### config.mk
export PLATFORM = sky130hd
export DESIGN_NAME = mux_sel_ctrl
export DESIGN_NICKNAME = d
export VERILOG_FILES = /design/src/rtl/mux_sel_pkg.sv /design/src/rtl/mux_sel_ctrl_rr_pick4.sv /design/src/rtl/mux_sel_ctrl.sv
export SDC_FILE = /design/constraint.sdc
export NUM_CORES = 1
export LEC_CHECK = 0
export BUFFER_PORTS_ARGS = -buffer_cell sky130_fd_sc_hd__buf_2
export CAP_MARGIN = 20
export CORE_ASPECT_RATIO = 0.7
export CORE_UTILIZATION = 54
export DETAILED_ROUTE_END_ITERATION = 8
export PLACE_DENSITY = 0.76
export SLEW_MARGIN = 10
export SYNTH_ARGS = -nofsm -noshare
export SYNTH_HDL_FRONTEND = slang
export SYNTH_SLANG_ARGS = --single-unit
### constraint.sdc
create_clock -name clk -period 2.5 [get_ports clk]
set_input_delay 0.25 -clock clk [delete_from_list [all_inputs] [get_ports clk]]
set_output_delay 0.25 -clock clk [all_outputs]
set_load 0.02 [all_outputs]
### src/rtl/mux_sel_pkg.sv
// Shared definitions for the mux select sequencer.
//   NUM_CH / IDX_W : channel count and channel-index width
//   state_t        : sequencer states
//   idx_to_onehot  : channel index -> one-hot grant vector
package mux_sel_pkg;

   localparam int NUM_CH = 4;
   localparam int IDX_W  = 2;

   typedef enum logic [1:0] {
      IDLE = 2'd0,
      HOLD = 2'd1,
      GAP  = 2'd2
   } state_t;

   function automatic logic [NUM_CH-1:0] idx_to_onehot(input logic [IDX_W-1:0] idx);
      logic [NUM_CH-1:0] oh;
      oh      = '0;
      oh[idx] = 1'b1;
      return oh;
   endfunction

endpackage

### src/rtl/mux_sel_ctrl_rr_pick4.sv
// Combinational round-robin picker over four requests.
//   req   : per-channel request vector
//   ptr   : highest-priority channel; scan order ptr, ptr+1, ptr+2, ptr+3
//   found : at least one request is set
//   pick  : index of the first set request in scan order (ptr when none)
module rr_pick4
   import mux_sel_pkg::*;
(
   input  logic [NUM_CH-1:0] req,
   input  logic [IDX_W-1:0]  ptr,
   output logic              found,
   output logic [IDX_W-1:0]  pick
);

   logic [IDX_W-1:0] cand;

   always_comb begin
      found = 1'b0;
      pick  = ptr;
      cand  = ptr;
      for (int i = 0; i < NUM_CH; i++) begin
         // 2-bit wrap gives the modulo-4 scan for free
         cand = ptr + IDX_W'(i);
         if (!found && req[cand]) begin
            found = 1'b1;
            pick  = cand;
         end
      end
   end

endmodule

### src/rtl/mux_sel_ctrl.sv
// Round-robin select sequencer for the 4:1 data mux.
//   clk, rst        : clock, asynchronous active-high reset
//   en              : arbitration enable; low releases the current grant
//   req[3:0]        : channel requests (bit i -> mux input in(i+1))
//   cntrl1, cntrl2  : mux select MSB / LSB, updated only when a grant starts
//   sel_valid       : mux output is a granted, stable source
//   grant[3:0]      : one-hot of granted channel, zero when not valid
//   sel_start       : pulse on the first cycle of each grant
//
// state | meaning
// IDLE  | no grant; arbitrate each cycle while en is high
// HOLD  | channel idx granted; counts up to HOLD_CYCLES cycles
// GAP   | single dead cycle after a grant; arbitrates like IDLE
module mux_sel_ctrl
   import mux_sel_pkg::*;
#(
   parameter int HOLD_CYCLES = 8
) (
   input  logic              clk,
   input  logic              rst,
   input  logic              en,
   input  logic [NUM_CH-1:0] req,
   output logic              cntrl1,
   output logic              cntrl2,
   output logic              sel_valid,
   output logic [NUM_CH-1:0] grant,
   output logic              sel_start
);

   localparam logic [7:0] CNT_LAST = 8'(HOLD_CYCLES - 1);

   state_t           state;
   logic [IDX_W-1:0] ptr;
   logic [IDX_W-1:0] idx;
   logic [7:0]       cnt;
   logic             found;
   logic [IDX_W-1:0] pick;
   logic             hold_done;

   rr_pick4 u_pick (
      .req   (req),
      .ptr   (ptr),
      .found (found),
      .pick  (pick)
   );

   assign hold_done = !req[idx] || (cnt == CNT_LAST) || !en;

   // Outputs are loaded together with the state transition so they always
   // describe the state being entered; nothing combinational reaches a pin.
   always_ff @(posedge clk or posedge rst) begin
      if (rst) begin
         state     <= IDLE;
         ptr       <= '0;
         idx       <= '0;
         cnt       <= '0;
         cntrl1    <= 1'b0;
         cntrl2    <= 1'b0;
         sel_valid <= 1'b0;
         grant     <= '0;
         sel_start <= 1'b0;
      end else begin
         sel_start <= 1'b0;
         case (state)
            HOLD: begin
               if (hold_done) begin
                  state     <= GAP;
                  ptr       <= idx + 2'd1;
                  sel_valid <= 1'b0;
                  grant     <= '0;
               end else begin
                  cnt <= cnt + 8'd1;
               end
            end
            default: begin
               // IDLE and GAP share the arbitration rule
               if (en && found) begin
                  state     <= HOLD;
                  idx       <= pick;
                  cnt       <= '0;
                  cntrl1    <= pick[1];
                  cntrl2    <= pick[0];
                  sel_valid <= 1'b1;
                  grant     <= idx_to_onehot(pick);
                  sel_start <= 1'b1;
               end else begin
                  state     <= IDLE;
                  sel_valid <= 1'b0;
                  grant     <= '0;
               end
            end
         endcase
      end
   end

endmodule
# == Yosys cells after proc, flatten, opt, wreduce, memory -nomap -nowiden ==
# Cells that the tools add are included.
# op_classes
n_mux,32
n_lt_le_gt_ge,7
bitwise,1
n_eq_ne,4
add_sub_neg,5
reduce_logical,16
# ops
cell,n
two-way mux 8 bit,3
less-than comparator 2 x 3 -> 1 bit (second input constant),6
two-way mux 1 bit,15
two-way mux 4 bit,3
binary-select mux 1 bit (select 2 bit),5
two-way mux 2 bit,5
adder 8 x 1 -> 8 bit (second input constant),1
== test 8 x 3 -> 1 bit (second input constant),1
AND reduction 2 bit,3
logical AND 1 bit,5
logical NOT 1 bit,5
adder 2 x 1 -> 2 bit (second input constant),2
adder 2 bit (second input constant),2
!= test 2 bit (second input constant),2
demux 1 bit (select 2 bit),1
== test 2 x 1 -> 1 bit (second input constant),1
greater-or-equal comparator 2 x 1 -> 1 bit (second input constant),1
logical OR 1 bit,2
nonzero test 2 bit,1
inverter 1 bit,1
# totals
register_bits,22
elab_cells,74

# == Depth between registers and ports, before layout ==
# Gate-level depths: netlist of the first run.
# depth
ltp_word,18
mapped_depth,5
depth_no_buf,5

# == Modules after synthesis ==
# A second synthesis of the first run with hierarchy kept.
# unflattened
cells_unflattened,99
hier_area_um2,989.7
# modules_own_cells
mod,cells_each,area_per_inst_um2,seq_area_each_um2,n_inst
mux_sel_ctrl,83,893.4,475.5,1
rr_pick4,16,96.3,0.0,1

# == Worst setup path before layout of the first run ==
# OpenSTA, ideal clock, no wires.
# synth_path
kind,register -> register
startpoint,register idx[0]
endpoint,register ptr[1]
path_stages_with_launch,5
t_arrival_ns,1.721
path_slack_ns,0.654
n_path_buf,0
t_required_ns,2.375
cell_sequence,dfrtp_1 > mux4_2 > o211a_1 > nor2_2 > mux2_2
# synth_via
elab_chain_len,6
# synth_rtl
element,line_no,source
start: declaration,mux_sel_ctrl.sv:34,logic [IDX_W-1:0] idx;
start signal: assignment,mux_sel_ctrl.sv:79,idx <= pick;
binary-select mux 1 bit (select 2 bit),mux_sel_ctrl.sv:47,assign hold_done = !req[idx] || (cnt == CNT_LAST) || !en;
two-way mux 1 bit (implied by the code),mux_sel_ctrl.sv:47,
logical NOT 1 bit,mux_sel_ctrl.sv:47,
logical OR 1 bit (2 in series),mux_sel_ctrl.sv:47,
AND reduction 2 bit (no line),-,
end signal: assignment,mux_sel_ctrl.sv:68,ptr <= idx + 2'd1;
end: declaration,mux_sel_ctrl.sv:33,logic [IDX_W-1:0] ptr;
# Parallel ways exist; a longest one is shown, timed or not. The select of a mux whose other input is x is not followed.
# A chain may end at the register's enable or synchronous reset.

# == Worst setup path after layout of the first run ==
# layout_path
startpoint,register cnt[3]
endpoint,register ptr[1]
# layout_via
elab_chain_len,4
# layout_rtl
element,line_no,source
start: declaration,mux_sel_ctrl.sv:35,logic [7:0] cnt;
start signal: assignment,mux_sel_ctrl.sv:72,cnt <= cnt + 8'd1;
== test 8 x 3 -> 1 bit,mux_sel_ctrl.sv:47,
logical OR 1 bit (2 in series),mux_sel_ctrl.sv:47,
AND reduction 2 bit (no line),-,
# Every way passes these cells.

==> results of run 1 <==
==> power breakdown <==
part           total, mW  internal (mW)  switching (mW)
sequential         0.470          0.384          0.0860
combinational      0.412          0.173           0.239
clock              0.162         0.0610           0.101
==> cell usage after synthesis (all sizes together) (2+ instances only) <==
cell type   n  area, um^2
nand2       8        30.0
o211ai      2        28.8
or3         2        12.5
xor2        2        17.5
o21ai       6        30.0
nor2        2        10.0
a32o        2        20.0
a22o        2        17.5
o221a       2        22.5
nand3       4        20.0
a21oi       5        25.0
dfrtp      19         475
o31ai       2        15.0
o211a       2        20.0
inv         5        21.3
or4         3        26.3
nor2b       2        12.5
==> layout make-up <==
cell class | instances | area [um^2]
flip-flops and latches | 19 | 475
well taps | 21 | 26.3
clock inverters | 1 | 7.51
fillers | 143 | 532
inverters | 5 | 21.3
repair buffers | 15 | 77.6
multi-input cells | 67 | 519
clock buffers | 3 | 22.5
==> metal layers <==
| metal | global-route usage [%] | part of all wire, % |
|---|---|---|
| met5 | 0 | 0 |
| met3 | 8.33 | 5.2 |
| met1 | 38.0 | 54 |
| met2 | 35.2 | 41 |
| met4 | 3.95 | 0.38 |
==> stage by stage <==
stage               utilization [%]  setup WS (ns)  instance area (um^2)
floorplan                         -          0.654                  1020
global placement               66.6          0.656                  1120
detailed placement             66.6          0.605                  1120
CTS                            68.4          0.574                  1150
global route                   68.4          0.523                  1150
finish                         68.4          0.580                  1150
==> worst max-delay path by stage <==
stage                                  start            endpoint  slack [ns]  cells after the start
after CTS                 cnt[3]$_DFFE_PP0P_  ptr[1]$_DFFE_PP0P_        0.57                      4
after detailed placement  cnt[3]$_DFFE_PP0P_  ptr[1]$_DFFE_PP0P_        0.60                      4
after floorplan           idx[0]$_DFFE_PP0P_  ptr[1]$_DFFE_PP0P_        0.65                      4
final                     cnt[3]$_DFFE_PP0P_  ptr[1]$_DFFE_PP0P_        0.58                      4
after global placement    cnt[3]$_DFFE_PP0P_  ptr[1]$_DFFE_PP0P_        0.66                      4
after global routing      cnt[3]$_DFFE_PP0P_  ptr[1]$_DFFE_PP0P_        0.52                      4
==> worst reg2reg max path: cells and delay by family, from the launching register on <==
family,cells,cell delay [ns]
mux,1,0.36
simple gates,2,0.75
flops,1,0.45
compound gates,1,0.26
==> logic make-up after synthesis <==
logic type / share of synthesized area, %
simple gates: 17.4
flops: 46.6
buf+inv: 2.45
compound gates: 26.3
xor+xnor: 1.72
fa+ha+maj: 1.23
mux: 4.29
==> sequential cells by signal, summed over array words and instances, names as in the netlist <==
register	flops
cnt	8
grant	4
ptr	2
state	2
cntrl1	1
idx	1
sel_start	1
==> summary.md, run 1 <==
| Metric | Value |
|---|---|
| Worst min-delay path category | `in -> async` |
| Fin. Hold Viols | `0` |
| Fmax | `0.521 GHz` |
| DRT antenna net count | `0` |
| Cell Chain, Critical Path | `or4_4, o211a_1, nor2_2, mux2_2` |
| Total track usage | `roughly 25%` |
| EDFF count, synth | `0` |
| Diode count | `0` |
| Critical Path Start Type | `flop` |
| Max cap viols | `0` |
| Worst R2R End | `ptr[1]$_DFFE_PP0P_` |
| Mapped Cells | `slightly above 90` |
| Initial core utilization | `60.6%` |
| CTS clk-pin slew, worst paths | `approximately 0.12 ns` |
| Post-layout min period | `approximately 1.9 ns` |
| Std-Cell Rows | `12` |
| Final Non-Filler Cells | `131` |
| Sequential area share after synthesis | `46.6%` |
| Placer Congestion | `0.760` |
| Buffers & Inverters on Critical Path | `0` |
| Placed Cells | `127` |
| Synth warnings | `0` |
| Drt via density | `6.18` |
| CP Max Fanout | `5` |
| Initial antenna violation count | `0` |
| Max-slew headroom | `53.7%` |
| CTS resizes | `0` |
| PnR Total Power | `1.04 mW` |
| Die height | `38.4 um` |
| Tightest Pin Transition | `0.694 ns` |
| CTS Buffer Depth | `2` |
| Core area | `1680 um^2` |
| Tcrit/Tclk final | `slightly below 80%` |
| Initial DRC count | `15` |
| TritonRoute pass-1 iters | `4` |
| Worst reg-to-reg path cell count | `4` |
| Cell family with most CP delay | `simple AND/OR/NAND/NOR gates` |
| Setup violators final | `0` |
| IO buf count | `14` |
| Root Driver | `clkbuf_4` |
| Die X | `53.9 um` |
| Vias in the first global route | `746` |
| R2R Setup Slk | `0.58 ns` |
| #FFs+latches synth | `19` |
| CP arrival | `roughly 2.1 ns` |
| DP HPWL | `around 1600 um` |
| IO Pins | `15` |
| Post-CTS Setup Inserts | `0` |
| Outcome | `complete, no violations` |
| Reg-to-Reg Start | `cnt[3]$_DFFE_PP0P_` |
| Most frequent cells in the layout | `19 x dfrtp_1, 14 x buf_2, 8 x nand2_1` |
| Hold-fix buffers, CTS | `0` |
| WP data required | `2.70 ns` |
| Mapped Nets | `100` |
| Synth Flop Type | `dfrtp_1` |
| CTS tree | `done` |
| Critical Path Max Stage Delay | `around 0.60 ns` |
| Crit path kind | `reg -> reg` |
| Share of post-route cells with drive strength above 1 | `approximately 30%` |
| Critical path's slowest cell | `or4_4` |
| CTS H-tree depth | `1` |
| Power Density | `908 nW/um^2` |
| Leak Pwr | `0.530 nW` |
| Synth unique cells | `43` |
| Post-DR wirelength/cell | `16.0 um` |
| Hold_ws | `0.0290 ns` |
| Area growth syn-to-layout | `12.8%` |
| Final number of max-transition violations | `0` |
| Most common cell after layout, fill and taps aside | `dfrtp_1` |
| CP Capture Type | `flop` |
| Worst Skew | `0.00680 ns` |
| Synthesized area | `1020 um^2` |
| Largest net degree at the start of global routing | `20` |
| Setup TNS | `0 ns` |
| Detailed Route WL | `2100 um` |
| Area of the die | `approximately 2100 um^2` |
| Final #Nets | `between 100 and 150` |
| Num CTS Buffers | `3` |
| Drc violations | `0` |
| Avg Cell Area, Syn | `11.1 um^2` |
| Insertion delay to the later sink of the worst-skew pair | `0.30 ns` |
| Total clock sinks | `19` |
| Via count | `roughly 800` |
| Global-route wire length before repair | `3560 um` |
| RSZ-0062 raised after global routing | `no` |
| VDD IR max | `0.802 mV` |
| Fraction of registers with async set/reset | `100%` |
| GRT Residual Overflow | `0` |
(Power assumes the default switching activity.)
==> run 2: changes to the inputs <==
--- a/config.mk
+++ b/config.mk
@@ -5,12 +5,13 @@
 export SDC_FILE = /design/constraint.sdc
 export NUM_CORES = 1
 export LEC_CHECK = 0
+export ABC_AREA = 1
 export BUFFER_PORTS_ARGS = -buffer_cell sky130_fd_sc_hd__buf_2
 export CAP_MARGIN = 20
 export CORE_ASPECT_RATIO = 0.7
-export CORE_UTILIZATION = 54
+export CORE_UTILIZATION = 57
 export DETAILED_ROUTE_END_ITERATION = 8
-export PLACE_DENSITY = 0.76
+export PLACE_DENSITY = 0.78
 export SLEW_MARGIN = 10
 export SYNTH_ARGS = -nofsm -noshare
 export SYNTH_HDL_FRONTEND = slang
==> constraint.sdc (replaced) <==
create_clock -name clk -period 1.95 [get_ports clk]
set_input_delay 0.195 -clock clk [delete_from_list [all_inputs] [get_ports clk]]
set_output_delay 0.195 -clock clk [all_outputs]
set_load 0.02 [all_outputs]
==> summary.md, run 2 <==
| Metric | Value |
|---|---|
| Outcome | `complete, no violations` |
| CP arrival | `2.07 ns` |
| #FFs+latches synth | `19` |
| VDD IR max | `slightly below 0.9 mV` |
| Tcrit/Tclk final | `96.2%` |
| Placement Setup Slack | `about 0.078 ns` |
| GRT Residual Overflow | `0` |
| Synth warnings | `0` |
| Most frequent cell after synthesis | `nand2_1` |
| CTS Buffer Depth | `2` |
| Met2 WL | `about 1200 um` |
| Cell Chain, Critical Path | `buf_6, nand2_1, nand2_1, nand2_1, nand2_4, nor2_4, nand2_2, o21ai_4, buf_4, nor2_2, nand3_1, nand2_1` |
| Insertion delay to the later sink of the worst-skew pair | `0.29 ns` |
| Area of the die | `2580 um^2` |
| Sequential area share after synthesis | `35.1%` |
| Via count | `1326` |
| Detailed Route WL | `3020 um` |
| Power Density | `1490 nW/um^2` |
| Initial core utilization | `about three fifths` |
| CP Max Fanout | `13` |
| Most frequent cells in the layout | `75 x nand2_1, 21 x inv_1, 20 x nand3_1` |
| Fin. Hold Viols | `0` |
| Fmax | `0.533 GHz` |
| Initial antenna violation count | `0` |
| Area leader, netlist | `dfrtp_1` |
| Uppermost layer routed | `met4` |
| Final #Nets | `228` |
| Post-layout min period | `1.88 ns` |
| Die height | `42.8 um` |
| Tightest Pin Transition | `0.718 ns` |
| Share of post-route cells with drive strength above 1 | `between 20% and 30%` |
| CTS tree | `done` |
| Leak Pwr | `0.810 nW` |
| Num CTS Buffers | `3` |
| CTS clk-pin slew, worst paths | `~0.1 ns` |
| Root Driver | `clkbuf_4` |
| R2R Setup Slk | `0.07 ns` |
| Final worst setup slack | `0.0746 ns` |
| DR WL met3 | `292 um` |
| Cell family with most CP delay | `simple AND/OR/NAND/NOR gates` |
| Worst path depth | `12` |
| Total track usage | `a little over a quarter` |
| CP Capture Type | `flop` |
| Max cap viols | `0` |
| Final instance area | `1500 um^2` |
| Synth top area share | `approximately a third` |
| Crit path kind | `reg -> reg` |
| Fill cell count | `183` |
| Max reg flops | `8` |
| IO buf count | `14` |
| Synthesized area | `1350 um^2` |
| Mapped Nets | `about 210` |
| Most common cell after layout, fill and taps aside | `nand2_1` |
| Global-route wire length before repair | `4970 um` |
| Largest net degree at the start of global routing | `20` |
| Synth cell count leaders | `76 x nand2_1, 22 x inv_1, 20 x nand3_1` |
| Vias in the first global route | `1072` |
| Largest Register | `cnt` |
| Worst Skew | `0.00160 ns` |
| Post-DR wirelength/cell | `12.0 um` |
| Avg Cell Area, Syn | `just under 7 um^2` |
| Total clock sinks | `19` |
| M1 WL | `1470 um` |
| Placed cell area | `1430 um^2` |
| Die X | `60.3 um` |
| Synth Flop Type | `dfrtp_1` |
| Critical Path Max Stage Delay | `0.43 ns` |
| Drt via density | `5.28` |
| Drc violations | `0` |
| Critical path's slowest cell | `dfrtp_1` |
| Std-Cell Rows | `14` |
| Worst min-delay path category | `in -> async` |
| Placer Congestion | `0.920` |
| CTS H-tree depth | `1` |
| Mapped Cells | `200` |
| Area growth syn-to-layout | `10.5%` |
| WP data required | `2.14 ns` |
| Worst reg-to-reg path cell count | `12` |
| Initial DRC count | `a little under 60` |
| TritonRoute pass-1 iters | `4` |
| Most frequent cell on the critical path | `nand2_1` |
| Synth unique cells | `21` |
| Hold-fix buffers, CTS | `0` |
| Largest regs | `cnt (8), grant (4)` |
| Diode count | `0` |
| IO Pins | `15` |
| Final number of max-transition violations | `0` |
| Critical Path Start Type | `flop` |
| Core area | `around 2200 um^2` |
| Fraction of registers with async set/reset | `100%` |
| RSZ-0062 raised after global routing | `yes` |
| EDFF count, synth | `0` |
| Buffers & Inverters on Critical Path | `2` |
| Max-slew headroom | `52.1%` |
| DRT antenna net count | `0` |
| Setup violators final | `0` |
| DP HPWL | `2280 um` |
| Top cells by area, synth | `dfrtp_1 35%, nand2_1 21%, nand3_1 7.4%` |
-- run 2: cell count changes after synthesis, sizes merged, moves of 7 or more --
cell   previous run  this run
o21ai             6        13
nand3             4        20
nand2             8        87
inv               5        24
nor2              2        16
-- run 2: final timing paths --
check | start | to
setup / recovery | ptr[0]$_DFFE_PP0P_ | grant[2]$_DFFE_PP0P_
min in group clk | en | state[1]$_DFFE_PP0P_
max in group asynchronous | rst | ptr[1]$_DFFE_PP0P_
hold reg to reg | grant[3]$_DFFE_PP0P_ | grant[3]$_DFFE_PP0P_
setup reg to reg | ptr[0]$_DFFE_PP0P_ | grant[2]$_DFFE_PP0P_
hold / removal | rst | cnt[0]$_DFFE_PP0P_
-- run 2: cell type report --
cell class                 count  area, um^2  share of cell area (%)
multi-input combinational    153         749                    50.1
sequential                    19         477                    31.9
clock buffer                   4        26.3                    1.76
timing repair buffer          19         111                    7.44
tap                           32        40.0                    2.68
inverter                      24        92.6                    6.19
-- run 2: repair_timing --
item | CTS | global route
gates resized for setup | 0 | 5
setup endpoints to repair | 0 | 14
setup buffers | 0 | 4
-- run 2: power by group --
| part | switching (mW) | total, mW | internal, mW |
|---|---|---|---|
| registers | 0.0969 | 0.607 | 0.510 |
| logic | 0.980 | 1.42 | 0.444 |
| clock network | 0.113 | 0.193 | 0.0796 |
-- run 2: metal layers --
metal	vias to the layer above	global-route usage (%)
met5	-	0
met4	0	4.19
met3	2	8.23
met2	60	34.9
met1	594	41.8
li1	670	-
-- run 2: per-stage QoR --
stage	TNS, ns	util, %	instances	power (mW)	hold slack, ns
2_1_floorplan	0	-	200	1.69	0.146
3_3_place_gp	0	65.3	243	1.89	0.333
3_5_place_dp	0	65.3	243	1.93	0.359
4_1_cts	0	66.5	247	2.13	0.0284
5_1_grt	-0.166	68.3	251	2.44	0.0573
6_report	0	68.3	251	2.22	0.00194
-- run 2: worst reg2reg max path: cells and delay by family, from the launching register on --
family,cells,cell delay [ns]
buffers and inverters,2,0.34
AOI/OAI and AO/OA,1,0.26
DFF,1,0.43
and+or+nand+nor,9,0.75
-- run 2: logic make-up (layout without fill, tap and decap cells) --
| group | Yosys count | after routing | share of synthesized area (%) |
|---|---|---|---|
| AOI/OAI and AO/OA | 17 | 17 | 8.78 |
| buffers and inverters | 28 | 47 | 9.70 |
| DFF | 19 | 19 | 35.1 |
| adders and majority gates | 1 | 1 | 0.924 |
| and+or+nand+nor | 131 | 131 | 42.9 |
| xor gates and xnor gates | 4 | 4 | 2.59 |
==> run 3: changes to the inputs <==
--- a/config.mk
+++ b/config.mk
@@ -9,6 +9,7 @@
 export BUFFER_PORTS_ARGS = -buffer_cell sky130_fd_sc_hd__buf_2
 export CAP_MARGIN = 20
 export CORE_ASPECT_RATIO = 0.7
+export CORE_MARGIN = 5
 export CORE_UTILIZATION = 57
 export DETAILED_ROUTE_END_ITERATION = 8
 export PLACE_DENSITY = 0.78
==> summary.md, run 3 (synthesis gave the netlist of run 2 again) <==
| Metric | Value |
|---|---|
| Outcome | `complete, no violations` |
| IO buf count | `14` |
| Drt via density | `between 5 and 6` |
| Fill cell count | `199` |
| Tcrit/Tclk final | `96.1%` |
| IO Pins | `15` |
| Post-layout min period | `1.87 ns` |
| Most common cell after layout, fill and taps aside | `nand2_1` |
| Insertion delay to the later sink of the worst-skew pair | `0.31 ns` |
| CTS Buffer Depth | `2` |
| Detailed Route WL | `3280 um` |
| CTS tree | `done` |
| Via count | `1337` |
| Core area | `2210 um^2` |
| Most frequent cell on the critical path | `nand2_2` |
| Crit path kind | `reg -> reg` |
| Root Driver | `clkbuf_4` |
| Final worst setup slack | `approximately 0.075 ns` |
| Critical Path Start Type | `flop` |
| Area of the die | `3470 um^2` |
| Placement Setup Slack | `0.0147 ns` |
| CTS clk-pin slew, worst paths | `0.10 ns` |
| Critical Path Max Stage Delay | `0.42 ns` |
| Max cap viols | `0` |
| DP HPWL | `2390 um` |
| Largest regs | `cnt (8), grant (4)` |
| Initial core utilization | `between 60% and 70%` |
| Initial DRC count | `~160` |
| TritonRoute pass-1 iters | `5` |
| VDD IR max | `0.962 mV` |
| Max reg flops | `8` |
| Tightest Pin Transition | `roughly 0.70 ns` |
| Num CTS Buffers | `3` |
| Total clock sinks | `19` |
| WP data required | `2.19 ns` |
| Global-route wire length before repair | `5120 um` |
| Max-slew headroom | `53.2%` |
| Post-layout util | `68.7%` |
| Share of post-route cells with drive strength above 1 | `21.8%` |
| Die height | `50.8 um` |
| Initial antenna violation count | `0` |
| Placer Congestion | `0.967` |
| Total track usage | `~20%` |
| Die X | `slightly below 70 um` |
| Final number of max-transition violations | `0` |
| Worst Skew | `approximately 0.0032 ns` |
| Cell Chain, Critical Path | `buf_4, nand2_1, nand2_1, nand2_2, nand2_4, nor2_4, nand2_2, o21ai_4, buf_12, nand2_2, o21ai_2` |
| CP Capture Type | `flop` |
| Worst min-delay path category | `in -> reg` |
| Most frequent cells in the layout | `74 x nand2_1, 21 x inv_1, 20 x nand3_1` |
| Std-Cell Rows | `14` |
| Post-DR wirelength/cell | `around 13 um` |
| CP arrival | `2.12 ns` |
| Fmax | `0.533 GHz` |
| GRT Residual Overflow | `0` |
| Final instance area | `between 1500 and 2000 um^2` |
| Area growth syn-to-layout | `12.0%` |
| Fin. Hold Viols | `0` |
| Power Density | `1510 nW/um^2` |
| Hold_ws | `around 0.31 ns` |
| DRT antenna net count | `0` |
| Largest Register | `cnt` |
| Placed cell area | `1430 um^2` |
| Leak Pwr | `0.820 nW` |
| CTS H-tree depth | `1` |
| CP Max Fanout | `13` |
| Critical path's slowest cell | `dfrtp_1` |
| Diode count | `0` |
| Drc violations | `0` |
| Setup violators final | `0` |
| Vias in the first global route | `between 1000 and 1500` |
| Final #Nets | `229` |
| Largest net degree at the start of global routing | `20` |
run 3: cell count changes in the layout (fill, tap and decap cells not counted):
cell | previous run | this run
dlygate4sd3_1 | 0 | 1
nand2_2 | 10 | 12
buf_6 | 1 | 0
nand2_1 | 75 | 74
buf_12 | 0 | 1
buf_4 | 4 | 3
run 3: per-stage QoR:
| stage | cells | total power [mW] | setup TNS [ns] |
|---|---|---|---|
| after floorplan | 200 | 1.69 | 0 |
| after global placement | 243 | 1.89 | 0 |
| after detailed placement | 243 | 1.94 | 0 |
| after CTS | 248 | 2.15 | 0 |
| after global routing | 252 | 2.49 | -0.129 |
| final | 252 | 2.30 | 0 |
run 3: layer usage:
layer	part of all wire, %	vias up	track usage, %
li1	-	665	-
met1	47	597	28.6
met2	44	70	29.1
met3	8.1	5	5.58
met4	0.98	0	4.95
met5	0	-	0
run 3: worst paths after layout:
| kind | from | slack, ns | end | cells after the start |
|---|---|---|---|---|
| worst max-delay path | ptr[0]$_DFFE_PP0P_ | 0.08 | cnt[4]$_DFFE_PP0P_ | 11 |
| min in group asynchronous | rst | 0.52 | grant[3]$_DFFE_PP0P_ | 3 |
| worst min register to register | grant[0]$_DFFE_PP0P_ | 0.50 | grant[0]$_DFFE_PP0P_ | 2 |
| worst min-delay path | en | 0.31 | state[1]$_DFFE_PP0P_ | 4 |
| worst max register to register | ptr[0]$_DFFE_PP0P_ | 0.08 | cnt[4]$_DFFE_PP0P_ | 11 |
| max in group asynchronous | rst | 0.94 | ptr[1]$_DFFE_PP0P_ | 3 |
run 3: power breakdown:
part / total [mW] / internal [mW] / switching [mW] / leakage (nW)
Clock: 0.206 / 0.0800 / 0.126 / 0.0150
Sequential: 0.607 / 0.510 / 0.0970 / 0.251
Combinational: 1.48 / 0.459 / 1.03 / 0.553
Total: 2.30 / 1.05 / 1.25 / 0.820
run 3: critical path: cells and delay by family, from the launching register on:
| kind | cells | cell delay, ns |
|---|---|---|
| AOI/OAI and AO/OA | 2 | 0.34 |
| and+or+nand+nor | 7 | 0.70 |
| DFF | 1 | 0.42 |
| buffers and inverters | 2 | 0.34 |
run 3: final cells by class:
cell class	instances	area (um^2)	area share, %
multi-input cells	154	758	50.0
flip-flops and latches	19	477	31.4
repair buffers	19	123	8.09
inverters	24	92.6	6.11
well taps	32	40.0	2.64
clock buffers	4	26.3	1.73
run 3: what timing repair did:
action / CTS / global route
gates cloned: 0 / 1
pin swaps: 0 / 2
buffers inserted: 0 / 3
gates resized for setup: 1 / 4
hold buffers: 1 / 0
hold endpoints to repair: 7 / 0
endpoints found under the setup margin: 2 / 13
